### src/rtl/clken_pkg.sv
// Shared defaults and slice helper for the clock-enable generator.
package clken_pkg;

    localparam int NCH_DEF   = 4;
    localparam int DIVW_DEF  = 16;
    localparam int MAX_VEC_W = 1024;
    localparam int MAX_DIVW  = 32;

    // Returns the w-bit field at channel idx of a flattened vector, zero-extended.
    function automatic logic [MAX_DIVW-1:0] ch_slice(input logic [MAX_VEC_W-1:0] vec,
                                                     input int idx,
                                                     input int w);
        logic [MAX_VEC_W-1:0] shifted;
        logic [MAX_VEC_W-1:0] mask;
        shifted = vec >> (idx * w);
        mask    = (MAX_VEC_W'(1) << w) - MAX_VEC_W'(1);
        return MAX_DIVW'(shifted & mask);
    endfunction

endpackage

### src/rtl/clken_ch.sv
// One clock-enable channel: down-counter with active/pending divisor and tick/toggle outputs.
module clken_ch #(
    parameter int               DIVW    = 16,
    parameter logic [DIVW-1:0]  DIV_RST = DIVW'(1)
) (
    input  logic            clk,
    input  logic            rst,
    input  logic            load_i,
    input  logic            sync_i,
    input  logic            en_i,
    input  logic [DIVW-1:0] div_i,
    output logic            tick_o,
    output logic            tog_o,
    output logic            pend_o
);

    logic [DIVW-1:0] cnt_q, cnt_d;
    logic [DIVW-1:0] div_act_q, div_act_d;
    logic [DIVW-1:0] div_pend_q, div_pend_d;
    logic            pend_q, pend_d;
    logic            tick_q, tick_d;
    logic            tog_q, tog_d;

    logic            running;
    logic [DIVW-1:0] div_next;

    assign running  = en_i && (div_act_q != '0);
    assign div_next = pend_q ? div_pend_q : div_act_q;

    always_comb begin
        cnt_d      = cnt_q;
        div_act_d  = div_act_q;
        div_pend_d = div_pend_q;
        pend_d     = pend_q;
        tick_d     = 1'b0;
        tog_d      = tog_q;

        if (load_i && sync_i) begin
            div_act_d  = div_i;
            div_pend_d = div_i;
            pend_d     = 1'b0;
            cnt_d      = '0;
            tog_d      = 1'b0;
        end else if (sync_i) begin
            if (pend_q) begin
                div_act_d = div_pend_q;
            end
            pend_d = 1'b0;
            cnt_d  = '0;
            tog_d  = 1'b0;
        end else begin
            if (running) begin
                if (cnt_q == '0) begin
                    // A zero divisor arriving at the wrap ends this period and parks the channel.
                    tick_d = 1'b1;
                    tog_d  = ~tog_q;
                    cnt_d  = (div_next == '0) ? '0 : div_next - DIVW'(1);
                    if (pend_q) begin
                        div_act_d = div_pend_q;
                        pend_d    = 1'b0;
                    end
                end else begin
                    cnt_d = cnt_q - DIVW'(1);
                end
            end else if (pend_q) begin
                div_act_d = div_pend_q;
                pend_d    = 1'b0;
            end
            if (load_i) begin
                div_pend_d = div_i;
                pend_d     = 1'b1;
            end
        end
    end

    always_ff @(posedge clk) begin
        if (rst) begin
            cnt_q      <= '0;
            div_act_q  <= DIV_RST;
            div_pend_q <= '0;
            pend_q     <= 1'b0;
            tick_q     <= 1'b0;
            tog_q      <= 1'b0;
        end else begin
            cnt_q      <= cnt_d;
            div_act_q  <= div_act_d;
            div_pend_q <= div_pend_d;
            pend_q     <= pend_d;
            tick_q     <= tick_d;
            tog_q      <= tog_d;
        end
    end

    assign tick_o = tick_q;
    assign tog_o  = tog_q;
    assign pend_o = pend_q;

endmodule

### src/rtl/clken_gen.sv
// NCH-channel clock-enable generator; replicates clken_ch and fans out load/sync.
module clken_gen
    import clken_pkg::*;
#(
    parameter int                     NCH     = NCH_DEF,
    parameter int                     DIVW    = DIVW_DEF,
    parameter logic [NCH*DIVW-1:0]    DIV_RST = {NCH{DIVW'(1)}}
) (
    input  logic                clk,
    input  logic                rst,
    input  logic [NCH*DIVW-1:0] div_i,
    input  logic                load,
    input  logic                sync,
    input  logic [NCH-1:0]      ch_en,
    output logic [NCH-1:0]      tick,
    output logic [NCH-1:0]      tog,
    output logic [NCH-1:0]      pend
);

    logic [MAX_VEC_W-1:0] div_wide;

    assign div_wide = MAX_VEC_W'(div_i);

    for (genvar i = 0; i < NCH; i++) begin : g_ch
        clken_ch #(
            .DIVW    (DIVW),
            .DIV_RST (DIV_RST[i*DIVW +: DIVW])
        ) u_ch (
            .clk    (clk),
            .rst    (rst),
            .load_i (load),
            .sync_i (sync),
            .en_i   (ch_en[i]),
            .div_i  (DIVW'(ch_slice(div_wide, i, DIVW))),
            .tick_o (tick[i]),
            .tog_o  (tog[i]),
            .pend_o (pend[i])
        );
    end

endmodule

### config.mk
export PLATFORM = sky130hd
export DESIGN_NAME = clken_gen
export DESIGN_NICKNAME = d
export VERILOG_FILES = /design/src/rtl/clken_pkg.sv /design/src/rtl/clken_ch.sv /design/src/rtl/clken_gen.sv
export SDC_FILE = /design/constraint.sdc
export NUM_CORES = 1
export LEC_CHECK = 0
export ABC_AREA = 1
export CAP_MARGIN = 20
export CORE_ASPECT_RATIO = 0.7
export CORE_MARGIN = 3
export CORE_UTILIZATION = 45
export CTS_CLUSTER_DIAMETER = 30
export DETAILED_ROUTE_END_ITERATION = 8
export GPL_TIMING_DRIVEN = 0
export SYNTH_ARGS = -nofsm -noshare
export SYNTH_HDL_FRONTEND = slang
export SYNTH_HIERARCHICAL = 1
export SYNTH_SLANG_ARGS = --single-unit
### constraint.sdc
create_clock -name clk -period 3.7 [get_ports clk]
set_clock_uncertainty 0.2 [all_clocks]
set_input_delay 1.11 -clock clk [delete_from_list [all_inputs] [get_ports clk]]
set_output_delay 1.11 -clock clk [all_outputs]
set_load 0.02 [all_outputs]
# [Yosys cells after proc, flatten, opt, wreduce, memory -nomap -nowiden]
# Cells that the tools add are included.
[classes] n_addsub=8 n_eq_ne=9 n_mux=56 bitwise=8 n_reduce_logical=28
[ops] operator="2-to-1 mux 16 bit" count=40
[ops] operator="logical NOT 16 bit" count=8
[ops] operator="subtractor 16 x 1 -> 16 bit (second input constant)" count=8
[ops] operator="nonzero test 16 bit" count=4
[ops] operator="2-to-1 mux 1 bit" count=16
[ops] operator="!= test 4 bit (second input constant)" count=4
[ops] operator="OR reduction 4 bit" count=4
[ops] operator="!= test 3 bit (second input constant)" count=4
[ops] operator="AND reduction 2 bit" count=5
[ops] operator="inverter 1 bit" count=8
[ops] operator="logical AND 1 bit" count=5
[ops] operator="OR reduction 3 bit" count=1
[ops] operator="!= test 2 x 1 -> 1 bit (second input constant)" count=1
[ops] operator="nonzero test 2 bit" count=1
[word_totals] ff_bits=204 input_bits=72 output_inout_bits=12 word_cells=133

# [Depth between registers and ports, before layout]
# Gate-level depths: netlist of run 1.
[depth] word_depth=5 ltp_mapped=12 mapped_depth_nobuf=11

# [Cells and area by module]
# The synthesis of run 1 kept the hierarchy.
[modules_own_cells] mod="clken_ch at g_ch[2].u_ch ..." n_inst=2 cells_each=505 area_each_um2=3188.1 seq_area_each_um2=1021.0
[modules_own_cells] mod="clken_ch at g_ch[0].u_ch ..." n_inst=2 cells_each=504 area_each_um2=3186.8 seq_area_each_um2=1021.0

# [Least setup slack after synthesis of run 1]
# OpenSTA, ideal clock, no wires.
[synth_path] path_kind="input to register" start="input port load" end="register g_ch[2].u_ch.div_act_q[11]" setup_ns=0.128 arrival_ns=1.966 required_time_ns=3.372 setup_slack_ns=1.406 stages=6 n_path_buf=2 cell_sequence="clkbuf_1 -> nand2_1 -> clkbuf_1 -> nand2_1 -> o211ai_1 -> a21oi_1"
[synth_between] elab_chain_cells=2 word_cells_on_any_way=3 cone_classes="1 x eq/ne; 1 x mux; 1 x reduce/logical"
[synth_lines] element="start: declaration" line="clken_gen.sv:12" source="input logic load,"
[synth_lines] element="logical AND 1 bit *" line="clken_ch.sv:38" source="if (load_i && sync_i) begin"
[synth_lines] element="!= test 4 bit (no line) / 2-to-1 mux 16 bit (equally long branches)"
[synth_lines] element="end signal: assignment" line="clken_ch.sv:86" source="div_act_q <= div_act_d;"
[synth_lines] element="end: declaration" line="clken_ch.sv:18" source="logic [DIVW-1:0] div_act_q, div_act_d;"
# Every way passes the cells marked *; elsewhere a longest branch is shown, timed or not.
# A chain may end at the register's enable or synchronous reset.

==> impl_results.html, run 1 <==
<table>
<tr><th>Metric</th><th>Value</th></tr>
<tr><th colspan="2">Final layout</th></tr>
<tr><td>Filler cells</td><td>2,688</td></tr>
<tr><td>Count of antenna diodes in the layout</td><td>0</td></tr>
<tr><td>Final #Nets</td><td>2,232</td></tr>
<tr><td>Area growth from synthesis to layout</td><td>23.45%</td></tr>
<tr><td>Flip-flop and latch area</td><td>4084 um2</td></tr>
<tr><td>Share of the core filled with cells in the final layout</td><td>0.5771</td></tr>
<tr><td>Share of final-layout standard cells stronger than drive strength 1</td><td>0.1038</td></tr>
<tr><td>Multi-input gate area in the final layout</td><td>7557 um2</td></tr>
<tr><td>Post-route cell area</td><td>15,740 um2</td></tr>
<tr><td>Post-layout instance count excluding filler cells</td><td>2,550</td></tr>
<tr><th colspan="2">Yosys</th></tr>
<tr><td>Cell types occupying the most area after synthesis</td><td>sky130_fd_sc_hd__dfxtp_1, sky130_fd_sc_hd__nand2_1, sky130_fd_sc_hd__nor2_1, sky130_fd_sc_hd__o21ai_0, sky130_fd_sc_hd__a21oi_1</td></tr>
<tr><td>Post-synthesis sequential element count</td><td>204</td></tr>
<tr><td>Post-Synth Adder-Cell Area</td><td>0.01178</td></tr>
<tr><td>Per-instance average area after synthesis</td><td>6.318 um2</td></tr>
<tr><td>Multiplexer share of the synthesized area</td><td>0</td></tr>
<tr><td>Combined area of all synthesized cells</td><td>12,750 um2</td></tr>
<tr><td>Netlist cell types</td><td>29</td></tr>
<tr><td>Top cell type's share of synthesized area</td><td>0.3203</td></tr>
<tr><td>Area fraction in compound gates after synthesis</td><td>0.1876</td></tr>
<tr><td>Fraction of the mapped netlist area in simple logic gates</td><td>0.3411</td></tr>
<tr><td>Yosys warns</td><td>6</td></tr>
<tr><td>Cell type contributing the most total cell area after synthesis</td><td>sky130_fd_sc_hd__dfxtp_1</td></tr>
<tr><td>Combinational family with the most area after synthesis</td><td>simple AND/OR/NAND/NOR gates</td></tr>
<tr><td>Fraction of the yosys area taken by sequential cells</td><td>0.3203</td></tr>
<tr><td>Total nets after synthesis</td><td>2,102</td></tr>
<tr><td>XOR/XNOR share of the synthesized area</td><td>0.05221</td></tr>
<tr><td>Number of instances in the synthesized netlist</td><td>2,018</td></tr>
<tr><th colspan="2">Route</th></tr>
<tr><td>ANT nets after route</td><td>0</td></tr>
<tr><td>Detailed-route wire length per cell</td><td>15.99 um</td></tr>
<tr><td>Via density per instance</td><td>5.331</td></tr>
<tr><td>TritonRoute pass-1 iters</td><td>5</td></tr>
<tr><td>Via count of the routed design</td><td>13.59k</td></tr>
<tr><td>Iteration-0 DRC Markers</td><td>1,215</td></tr>
<tr><td>Overall routed net length</td><td>40,770 um</td></tr>
<tr><td>Post-route DRC violation count</td><td>0</td></tr>
<tr><th colspan="2">STA</th></tr>
<tr><td>Max Clk Rate</td><td>302.0 MHz</td></tr>
<tr><td>Worst hold-check slack</td><td>261.9 ps</td></tr>
<tr><td>Setup total negative slack</td><td>0 ps</td></tr>
<tr><td>Final critical delay including setup and external delays</td><td>3311 ps</td></tr>
<tr><td>Final critical-path share of the clock period</td><td>0.8949</td></tr>
<tr><td>Hold Fails Final Rpt</td><td>0</td></tr>
<tr><td>Setup repair after global routing missed its margin</td><td>false</td></tr>
<tr><td>Final Max Slew Viols</td><td>0</td></tr>
<tr><td>Worst slew margin relative to its limit</td><td>0.3113</td></tr>
<tr><td>Worst Max-Slew Pin Slew</td><td>1030 ps</td></tr>
<tr><td>Final setup violation count</td><td>0</td></tr>
<tr><th colspan="2">GRT</th></tr>
<tr><td>Gr ovfl total</td><td>0</td></tr>
<tr><td>Vias in the first global route</td><td>12.37k</td></tr>
<tr><td>Total routing usage reported by global routing</td><td>0.2579</td></tr>
<tr><td>Pin count of the biggest net entering global routing</td><td>15</td></tr>
<tr><td>Antenna violations before repair</td><td>0</td></tr>
<tr><td>First-pass GRT wire length</td><td>64,890 um</td></tr>
<tr><th colspan="2">CTS</th></tr>
<tr><td>CTS tree</td><td>done</td></tr>
<tr><td>Inserted Clock Buffers</td><td>46</td></tr>
<tr><td>Resized cells post-CTS</td><td>0</td></tr>
<tr><td>Post-cts hold buffer count</td><td>0</td></tr>
<tr><td>Buffer cell driving the clock tree root</td><td>sky130_fd_sc_hd__clkbuf_16</td></tr>
<tr><td>CTS HTree Levels</td><td>2</td></tr>
<tr><td>Buffers inserted during post-CTS setup optimization</td><td>0</td></tr>
<tr><td>Clock latency at the later pin of the worst-skew pair</td><td>540 ps</td></tr>
<tr><td>Clock Pin Slew Worst Setup and Hold Paths</td><td>50 ps</td></tr>
<tr><td>Clock sink count</td><td>204</td></tr>
<tr><td>Number of buffers on the longest clock path</td><td>3</td></tr>
<tr><th colspan="2">Floorplan</th></tr>
<tr><td>Die width</td><td>207.2 um</td></tr>
<tr><td>Number of I/O pins</td><td>84</td></tr>
<tr><td>Area enclosed by the die boundary</td><td>30,420 um2</td></tr>
<tr><td>Std-Cell Core Area</td><td>27,280 um2</td></tr>
<tr><td>Initial standard-cell utilization of the core</td><td>0.4674</td></tr>
<tr><td>Number of rows created at floorplan</td><td>50</td></tr>
<tr><td>Y dimension of the die</td><td>146.8 um</td></tr>
<tr><th colspan="2">Run</th></tr>
<tr><td>Max-cap violations</td><td>0</td></tr>
<tr><th colspan="2">Placement</th></tr>
<tr><td>Placed instance area</td><td>14,030 um2</td></tr>
<tr><td>Inst Count DP</td><td>2,464</td></tr>
<tr><td>Port Buf Inserts</td><td>82</td></tr>
<tr><td>Final HPWL DP</td><td>30,550 um</td></tr>
<tr><td>Final estimated routing congestion in global placement</td><td>0.9228</td></tr>
<tr><th colspan="2">Worst hold path</th></tr>
<tr><td>Worst hold path class</td><td>reg -&gt; reg</td></tr>
<tr><td>Hold depth</td><td>2</td></tr>
<tr><th colspan="2">Power and ir drop</th></tr>
<tr><td>Largest voltage drop on the vdd net</td><td>0.2987 mV</td></tr>
<tr><td>Cell Pwr Density</td><td>602.3 nW/um2</td></tr>
<tr><td>Total leakage power</td><td>7.114 nW</td></tr>
<tr><th colspan="2">Run status</th></tr>
<tr><td>Run status</td><td>finished clean</td></tr>
<tr><th colspan="2">Setup path</th></tr>
<tr><td>Classification of the worst setup path</td><td>in -&gt; reg</td></tr>
<tr><td>Required time of the critical path</td><td>3890 ps</td></tr>
<tr><td>Kind of start point of the critical path</td><td>primary input</td></tr>
<tr><td>Count of cells along the worst register-to-register path</td><td>11</td></tr>
<tr><td>Arrival time of data at the critical path endpoint</td><td>3500 ps</td></tr>
<tr><td>Sort of element at the end of the critical path</td><td>register</td></tr>
<tr><td>Max Fanout on Critical Path</td><td>14</td></tr>
</table>
metal layers:
metal  vias to the layer above  wire length (um)  GRT usage
li1                       6787                 -          -
met1                      6233             20810     0.4033
met2                       516             15860     0.3568
met3                        57              3401    0.05165
met4                         0               694    0.06409
met5                         -                 0          0
where the power goes:
part | switching (W) | total, W | internal, W
sequential | 0.000144 | 0.00255 | 0.00241
clock | 0.00136 | 0.00450 | 0.00313
combinational | 0.00162 | 0.00243 | 0.000811
total | 0.00313 | 0.00948 | 0.00635
worst max-delay path: stages:
cell and delay [ps]:
sky130_fd_sc_hd__clkdlybuf4s50_1 1150, sky130_fd_sc_hd__clkbuf_1 440, sky130_fd_sc_hd__inv_1 240, sky130_fd_sc_hd__clkbuf_1 310, sky130_fd_sc_hd__o21ai_0 160, sky130_fd_sc_hd__a21oi_1 70
synth_stat cells:
| library cell | count |
|---|---|
| sky130_fd_sc_hd__nand2_1 | 486 |
| sky130_fd_sc_hd__nor2_1 | 312 |
| sky130_fd_sc_hd__o21ai_0 | 220 |
| sky130_fd_sc_hd__dfxtp_1 | 204 |
| sky130_fd_sc_hd__a21oi_1 | 202 |
| sky130_fd_sc_hd__inv_1 | 184 |
| sky130_fd_sc_hd__nand3_1 | 78 |
| sky130_fd_sc_hd__xor2_1 | 60 |
| sky130_fd_sc_hd__clkbuf_1 | 42 |
| sky130_fd_sc_hd__nand2_2 | 40 |
| sky130_fd_sc_hd__inv_2 | 24 |
| sky130_fd_sc_hd__nand4_1 | 20 |
| sky130_fd_sc_hd__nor2_2 | 16 |
| sky130_fd_sc_hd__nor2_4 | 16 |
| sky130_fd_sc_hd__o211ai_1 | 16 |
| sky130_fd_sc_hd__xnor2_1 | 16 |
| sky130_fd_sc_hd__ha_1 | 12 |
| sky130_fd_sc_hd__a22oi_1 | 8 |
| sky130_fd_sc_hd__buf_4 | 8 |
| sky130_fd_sc_hd__buf_6 | 8 |
| sky130_fd_sc_hd__nor3_1 | 8 |
| sky130_fd_sc_hd__o21ai_2 | 8 |
| sky130_fd_sc_hd__nand2_4 | 6 |
| sky130_fd_sc_hd__buf_2 | 4 |
| sky130_fd_sc_hd__nand3_2 | 4 |
| sky130_fd_sc_hd__nand3_4 | 4 |
| sky130_fd_sc_hd__nand4_2 | 4 |
| sky130_fd_sc_hd__nor3_2 | 4 |
| sky130_fd_sc_hd__o21a_1 | 4 |
layout make-up:
cell class                 instances  share of cell area
clock inverter                    23             0.02194
sequential                       204              0.2595
clock buffer                      63             0.08696
multi-input combinational       1544              0.4801
inverter                         208             0.04960
timing repair buffer              82             0.05215
tap                              364             0.02893
buffer                            62             0.02083
kinds of logic (layout without fill, tap and decap cells):
group | count (synthesis) | in the layout
adder cells (fa/ha/maj) | 12 | 12
buffers and inverters | 270 | 438
AO/OA/AOI/OAI | 458 | 458
XOR/XNOR | 76 | 76
AND/OR/NAND/NOR | 998 | 998
flip-flops | 204 | 204
cells in the final DEF, fill, tap and decap left out, drive strengths merged, types with 4 or more instances in the layout:
cell	instances
buf	20
inv	209
clkdlybuf4s50	82
nand2	532
o21a	4
a21oi	202
xnor2	16
clkinv	11
nor3	12
nand4	24
o21ai	228
o211ai	16
ha	12
nand3	86
a22oi	8
clkbuf	105
xor2	60
nor2	344
dfxtp	204
bufinv	8
registers in the layout, indices dropped and copies added, names as in the netlist:
register / flops
g_ch.u_ch/cnt_q: 64
g_ch.u_ch/tog_o: 4
g_ch.u_ch/tick_o: 4
g_ch.u_ch/div_pend_q: 64
g_ch.u_ch/pend_o: 4
g_ch.u_ch/div_act_q: 64
worst paths after layout:
check                                                              from                                       to  slack (ps)
worst max register to register         g_ch[2].u_ch/pend_o$_SDFFE_PP0P_       g_ch[2].u_ch/cnt_q[3]$_SDFFE_PP0N_        1200
worst min register to register  g_ch[1].u_ch/div_pend_q[0]$_SDFFE_PP0P_  g_ch[1].u_ch/div_pend_q[0]$_SDFFE_PP0P_         260
worst min-delay path            g_ch[1].u_ch/div_pend_q[0]$_SDFFE_PP0P_  g_ch[1].u_ch/div_pend_q[0]$_SDFFE_PP0P_         260
worst max-delay path                                                rst  g_ch[2].u_ch/div_pend_q[0]$_SDFFE_PP0P_         390
stage by stage:
stage / worst slack (ps) / power, W
floorplan: 1406 / 0.004311
global placement: -58.29 / 0.004936
detailed placement: -68.28 / 0.004951
CTS: 485.4 / 0.009496
global route: 302.9 / 0.009968
finish: 388.7 / 0.009481
Note: power is estimated with default switching activity, not from simulation.
==> inputs of run 2 (changes only) <==
--- a/config.mk
+++ b/config.mk
@@ -13,6 +13,7 @@
 export CTS_CLUSTER_DIAMETER = 30
 export DETAILED_ROUTE_END_ITERATION = 8
 export GPL_TIMING_DRIVEN = 0
+export PLACE_DENSITY = 0.66
 export SYNTH_ARGS = -nofsm -noshare
 export SYNTH_HDL_FRONTEND = slang
 export SYNTH_HIERARCHICAL = 1
==> constraint.sdc (replaced) <==
create_clock -name clk -period 2.8 [get_ports clk]
set_clock_uncertainty 0.2 [all_clocks]
set_input_delay 0.84 -clock clk [delete_from_list [all_inputs] [get_ports clk]]
set_output_delay 0.84 -clock clk [all_outputs]
set_load 0.02 [all_outputs]
==> run 2 against run 1 <==
  * Core utilization down 0.32 points
  * Final cell count about the same
  * Design area down 0.55%
  * Non-clock buffer count unchanged
  * Flip-flop and latch count unchanged
  * First-iteration DRC count down 22%
  * Hold slack worse by 7.2 ps
  * Wire length down 3.9%
  * Combinational power up 30%
==> impl_results.html, run 2 (same netlist as run 1, synthesis figures left out) <==
<table>
<tr><th>Metric</th><th>Value</th></tr>
<tr><th colspan="2">Run status</th></tr>
<tr><td>Run status</td><td>finished clean (unchanged)</td></tr>
<tr><th colspan="2">CTS</th></tr>
<tr><td>Number of buffers on the longest clock path</td><td>3 (unchanged)</td></tr>
<tr><td>Inserted Clock Buffers</td><td>48 (was 46)</td></tr>
<tr><td>Buffer cell driving the clock tree root</td><td>sky130_fd_sc_hd__clkbuf_16 (unchanged)</td></tr>
<tr><td>Buffers inserted during post-CTS setup optimization</td><td>0 (unchanged)</td></tr>
<tr><td>Clock sink count</td><td>204 (unchanged)</td></tr>
<tr><td>Clock Pin Slew Worst Setup and Hold Paths</td><td>50 ps (about the same)</td></tr>
<tr><td>Post-cts hold buffer count</td><td>0 (unchanged)</td></tr>
<tr><td>Resized cells post-CTS</td><td>1 (was 0)</td></tr>
<tr><td>CTS tree</td><td>done (unchanged)</td></tr>
<tr><td>CTS HTree Levels</td><td>2 (unchanged)</td></tr>
<tr><td>Clock latency at the later pin of the worst-skew pair</td><td>540 ps (about the same)</td></tr>
<tr><th colspan="2">Setup path</th></tr>
<tr><td>Arrival time of data at the critical path endpoint</td><td>1660 ps (was 3500 ps)</td></tr>
<tr><td>Slowest-stage cell, CP</td><td>sky130_fd_sc_hd__clkdlybuf4s50_1 (unchanged)</td></tr>
<tr><td>Kind of start point of the critical path</td><td>register (was primary input)</td></tr>
<tr><td>Classification of the worst setup path</td><td>reg -&gt; out (was in -&gt; reg)</td></tr>
<tr><td>Cells traversed along the worst timing path</td><td>clkdlybuf4s50_1 (was clkdlybuf4s50_1 -&gt; clkbuf_1 -&gt; inv_1 -&gt; clkbuf_1 -&gt; o21ai_0 -&gt; a21oi_1)</td></tr>
<tr><td>Critical path's largest stage delay</td><td>660 ps (was 1150 ps)</td></tr>
<tr><td>Max Fanout on Critical Path</td><td>5 (was 14)</td></tr>
<tr><td>Kind of cell with the highest combined delay on the critical path</td><td>buffers and inverters (unchanged)</td></tr>
<tr><td>Buf+Inv Stages, Crit Path</td><td>1 (was 4)</td></tr>
<tr><td>Number of stages on the worst setup path</td><td>1 (was 6)</td></tr>
<tr><td>Sort of element at the end of the critical path</td><td>output port (was register)</td></tr>
<tr><td>Required time of the critical path</td><td>1760 ps (was 3890 ps)</td></tr>
<tr><td>Count of cells along the worst register-to-register path</td><td>11 (unchanged)</td></tr>
<tr><th colspan="2">Final layout</th></tr>
<tr><td>Multi-input gate area in the final layout</td><td>7565 um2 (was 7557 um2)</td></tr>
<tr><td>Most common library cell in the layout ignoring fill and taps</td><td>sky130_fd_sc_hd__nand2_1 (unchanged)</td></tr>
<tr><td>Final #Nets</td><td>2,234 (was 2,232)</td></tr>
<tr><td>Share of final-layout standard cells stronger than drive strength 1</td><td>0.1083 (was 0.1038)</td></tr>
<tr><td>Post-route cell area</td><td>15,650 um2 (was 15,740 um2)</td></tr>
<tr><td>Filler cells</td><td>2,720 (was 2,688)</td></tr>
<tr><td>Count of antenna diodes in the layout</td><td>0 (unchanged)</td></tr>
<tr><td>Flip-flop and latch area</td><td>4084 um2 (unchanged)</td></tr>
<tr><td>Area growth from synthesis to layout</td><td>22.78% (was 23.45%)</td></tr>
<tr><td>Largest registers</td><td>g_ch.u_ch/cnt_q: 64 flops, g_ch.u_ch/div_act_q: 64 flops, g_ch.u_ch/div_pend_q: 64 flops (unchanged)</td></tr>
<tr><td>Most used cells in the layout excluding fill and tap cells</td><td>sky130_fd_sc_hd__nand2_1, sky130_fd_sc_hd__nor2_1, sky130_fd_sc_hd__o21ai_0, sky130_fd_sc_hd__dfxtp_1, sky130_fd_sc_hd__a21oi_1 (unchanged)</td></tr>
<tr><th colspan="2">GRT</th></tr>
<tr><td>Pin count of the biggest net entering global routing</td><td>15 (unchanged)</td></tr>
<tr><td>Total routing usage reported by global routing</td><td>0.2510 (was 0.2579)</td></tr>
<tr><td>Gr ovfl total</td><td>0 (unchanged)</td></tr>
<tr><td>Vias in the first global route</td><td>12.36k (was 12.37k)</td></tr>
<tr><td>Antenna violations before repair</td><td>0 (unchanged)</td></tr>
<tr><td>First-pass GRT wire length</td><td>63,890 um (was 64,890 um)</td></tr>
<tr><th colspan="2">Route</th></tr>
<tr><td>Via count of the routed design</td><td>13.50k (was 13.59k)</td></tr>
<tr><td>Detailed-route wire length per cell</td><td>15.35 um (was 15.99 um)</td></tr>
<tr><td>ANT nets after route</td><td>0 (unchanged)</td></tr>
<tr><td>Overall routed net length</td><td>39,170 um (was 40,770 um)</td></tr>
<tr><td>Post-route DRC violation count</td><td>0 (unchanged)</td></tr>
<tr><td>Iteration-0 DRC Markers</td><td>952 (was 1,215)</td></tr>
<tr><td>Via density per instance</td><td>5.288 (was 5.331)</td></tr>
<tr><td>TritonRoute pass-1 iters</td><td>6 (was 5)</td></tr>
<tr><th colspan="2">Floorplan</th></tr>
<tr><td>Std-Cell Core Area</td><td>27,280 um2 (unchanged)</td></tr>
<tr><td>Y dimension of the die</td><td>146.8 um (unchanged)</td></tr>
<tr><td>Area enclosed by the die boundary</td><td>30,420 um2 (unchanged)</td></tr>
<tr><td>Number of rows created at floorplan</td><td>50 (unchanged)</td></tr>
<tr><td>Die width</td><td>207.2 um (unchanged)</td></tr>
<tr><td>Number of I/O pins</td><td>84 (unchanged)</td></tr>
<tr><td>Initial standard-cell utilization of the core</td><td>0.4674 (unchanged)</td></tr>
<tr><th colspan="2">STA</th></tr>
<tr><td>Worst slew margin relative to its limit</td><td>0.3849 (was 0.3113)</td></tr>
<tr><td>Hold Fails Final Rpt</td><td>0 (unchanged)</td></tr>
<tr><td>Final critical delay including setup and external delays</td><td>2703 ps</td></tr>
<tr><td>Final Worst Setup Slack</td><td>96.53 ps (was 388.7 ps)</td></tr>
<tr><td>Worst Max-Slew Pin Slew</td><td>922.6 ps (was 1030 ps)</td></tr>
<tr><td>Final Max Slew Viols</td><td>0 (unchanged)</td></tr>
<tr><td>Max Clk Rate</td><td>369.9 MHz</td></tr>
<tr><td>Final setup violation count</td><td>0 (unchanged)</td></tr>
<tr><td>Setup repair after global routing missed its margin</td><td>false (unchanged)</td></tr>
<tr><td>Final critical-path share of the clock period</td><td>0.9655</td></tr>
<tr><th colspan="2">Run</th></tr>
<tr><td>Max-cap violations</td><td>0 (unchanged)</td></tr>
<tr><th colspan="2">Power and ir drop</th></tr>
<tr><td>Total leakage power</td><td>7.067 nW (was 7.114 nW)</td></tr>
<tr><td>Cell Pwr Density</td><td>771.3 nW/um2 (was 602.3 nW/um2)</td></tr>
<tr><td>Largest voltage drop on the vdd net</td><td>0.4461 mV (was 0.2987 mV)</td></tr>
<tr><th colspan="2">Placement</th></tr>
<tr><td>Final HPWL DP</td><td>29,370 um (was 30,550 um)</td></tr>
<tr><td>Final estimated routing congestion in global placement</td><td>0.9359 (was 0.9228)</td></tr>
<tr><td>Port Buf Inserts</td><td>82 (unchanged)</td></tr>
<tr><td>Placed instance area</td><td>14,030 um2 (unchanged)</td></tr>
<tr><td>Worst slack, placed</td><td>-610.4 ps (was -68.28 ps)</td></tr>
<tr><th colspan="2">Worst hold path</th></tr>
<tr><td>Hold depth</td><td>2 (unchanged)</td></tr>
<tr><td>Worst hold path class</td><td>reg -&gt; reg (unchanged)</td></tr>
</table>
run 2: changes by cell type in the layout (fill, tap and decap cells not counted), moves of 2 or more:
cell and change:
sky130_fd_sc_hd__bufinv_16 -4, sky130_fd_sc_hd__clkbuf_1 -5, sky130_fd_sc_hd__clkbuf_8 -6, sky130_fd_sc_hd__clkdlybuf4s50_1 -2, sky130_fd_sc_hd__clkinv_2 +4, sky130_fd_sc_hd__clkinv_4 +3, sky130_fd_sc_hd__clkinvlp_4 +6, sky130_fd_sc_hd__inv_6 +4
sky130_fd_sc_hd__nand2_1 -3, sky130_fd_sc_hd__nand2_2 +3
run 2: worst paths after layout:
kind / slack, ps / end / startpoint
worst max-delay path: 100 / pend[3] / g_ch[3].u_ch/pend_o$_SDFFE_PP0P_
worst min-delay path: 250 / g_ch[2].u_ch/div_pend_q[1]$_SDFFE_PP0P_ / g_ch[2].u_ch/div_pend_q[1]$_SDFFE_PP0P_
worst max register to register: 370 / g_ch[3].u_ch/cnt_q[7]$_SDFFE_PP0N_ / g_ch[3].u_ch/pend_o$_SDFFE_PP0P_
worst min register to register: 250 / g_ch[2].u_ch/div_pend_q[1]$_SDFFE_PP0P_ / g_ch[2].u_ch/div_pend_q[1]$_SDFFE_PP0P_
run 2: layout make-up:
class,count,share of cell area
tap,364,0.02909
sequential,204,0.2609
buffer,62,0.02094
clock inverter,36,0.02246
timing repair buffer,82,0.05251
multi-input combinational,1544,0.4833
inverter,208,0.04988
clock buffer,52,0.08097
run 2: where the power goes:
part	internal, W	switching (W)
Clock	0.00366	0.00188
Combinational	0.00107	0.00209
Sequential	0.00318	0.000192
run 2: routing by layer:
metal	GRT usage	wire, um	share of wire	vias up
li1	-	-	-	6784
met1	0.3775	19250	0.49	6171
met2	0.3632	16000	0.41	486
met3	0.05827	3309	0.084	54
met4	0.05459	605	0.015	0
met5	0	0	0	-
run 2: worst min-delay path, stage by stage, from the launching register on:
cell and delay, ps:
sky130_fd_sc_hd__dfxtp_1 290, sky130_fd_sc_hd__inv_1 60, sky130_fd_sc_hd__a21oi_1 60
run 2: per-stage QoR:
| step | hold slack (ps) | instances | setup TNS (ps) | power (W) | utilization |
|---|---|---|---|---|---|
| floorplan | 233.5 | 2018 | 0 | 0.005697 | - |
| global placement | 246.4 | 2464 | -72980 | 0.006461 | 0.5142 |
| detailed placement | 253.3 | 2464 | -76540 | 0.006507 | 0.5142 |
| CTS | 260.6 | 2552 | 0 | 0.01213 | 0.5735 |
| global route | 272.7 | 2552 | 0 | 0.01278 | 0.5739 |
| finish | 254.7 | 2552 | 0 | 0.01207 | 0.5739 |
==> inputs of run 3 (changes only) <==
--- a/config.mk
+++ b/config.mk
@@ -10,6 +10,7 @@
 export CORE_ASPECT_RATIO = 0.7
 export CORE_MARGIN = 3
 export CORE_UTILIZATION = 45
+export CTS_BUF_LIST = sky130_fd_sc_hd__clkbuf_8 sky130_fd_sc_hd__clkbuf_16
 export CTS_CLUSTER_DIAMETER = 30
 export DETAILED_ROUTE_END_ITERATION = 8
 export GPL_TIMING_DRIVEN = 0
==> results of run 3 <==
No change in the layout: final DEF, timing and power equal those of run 2.
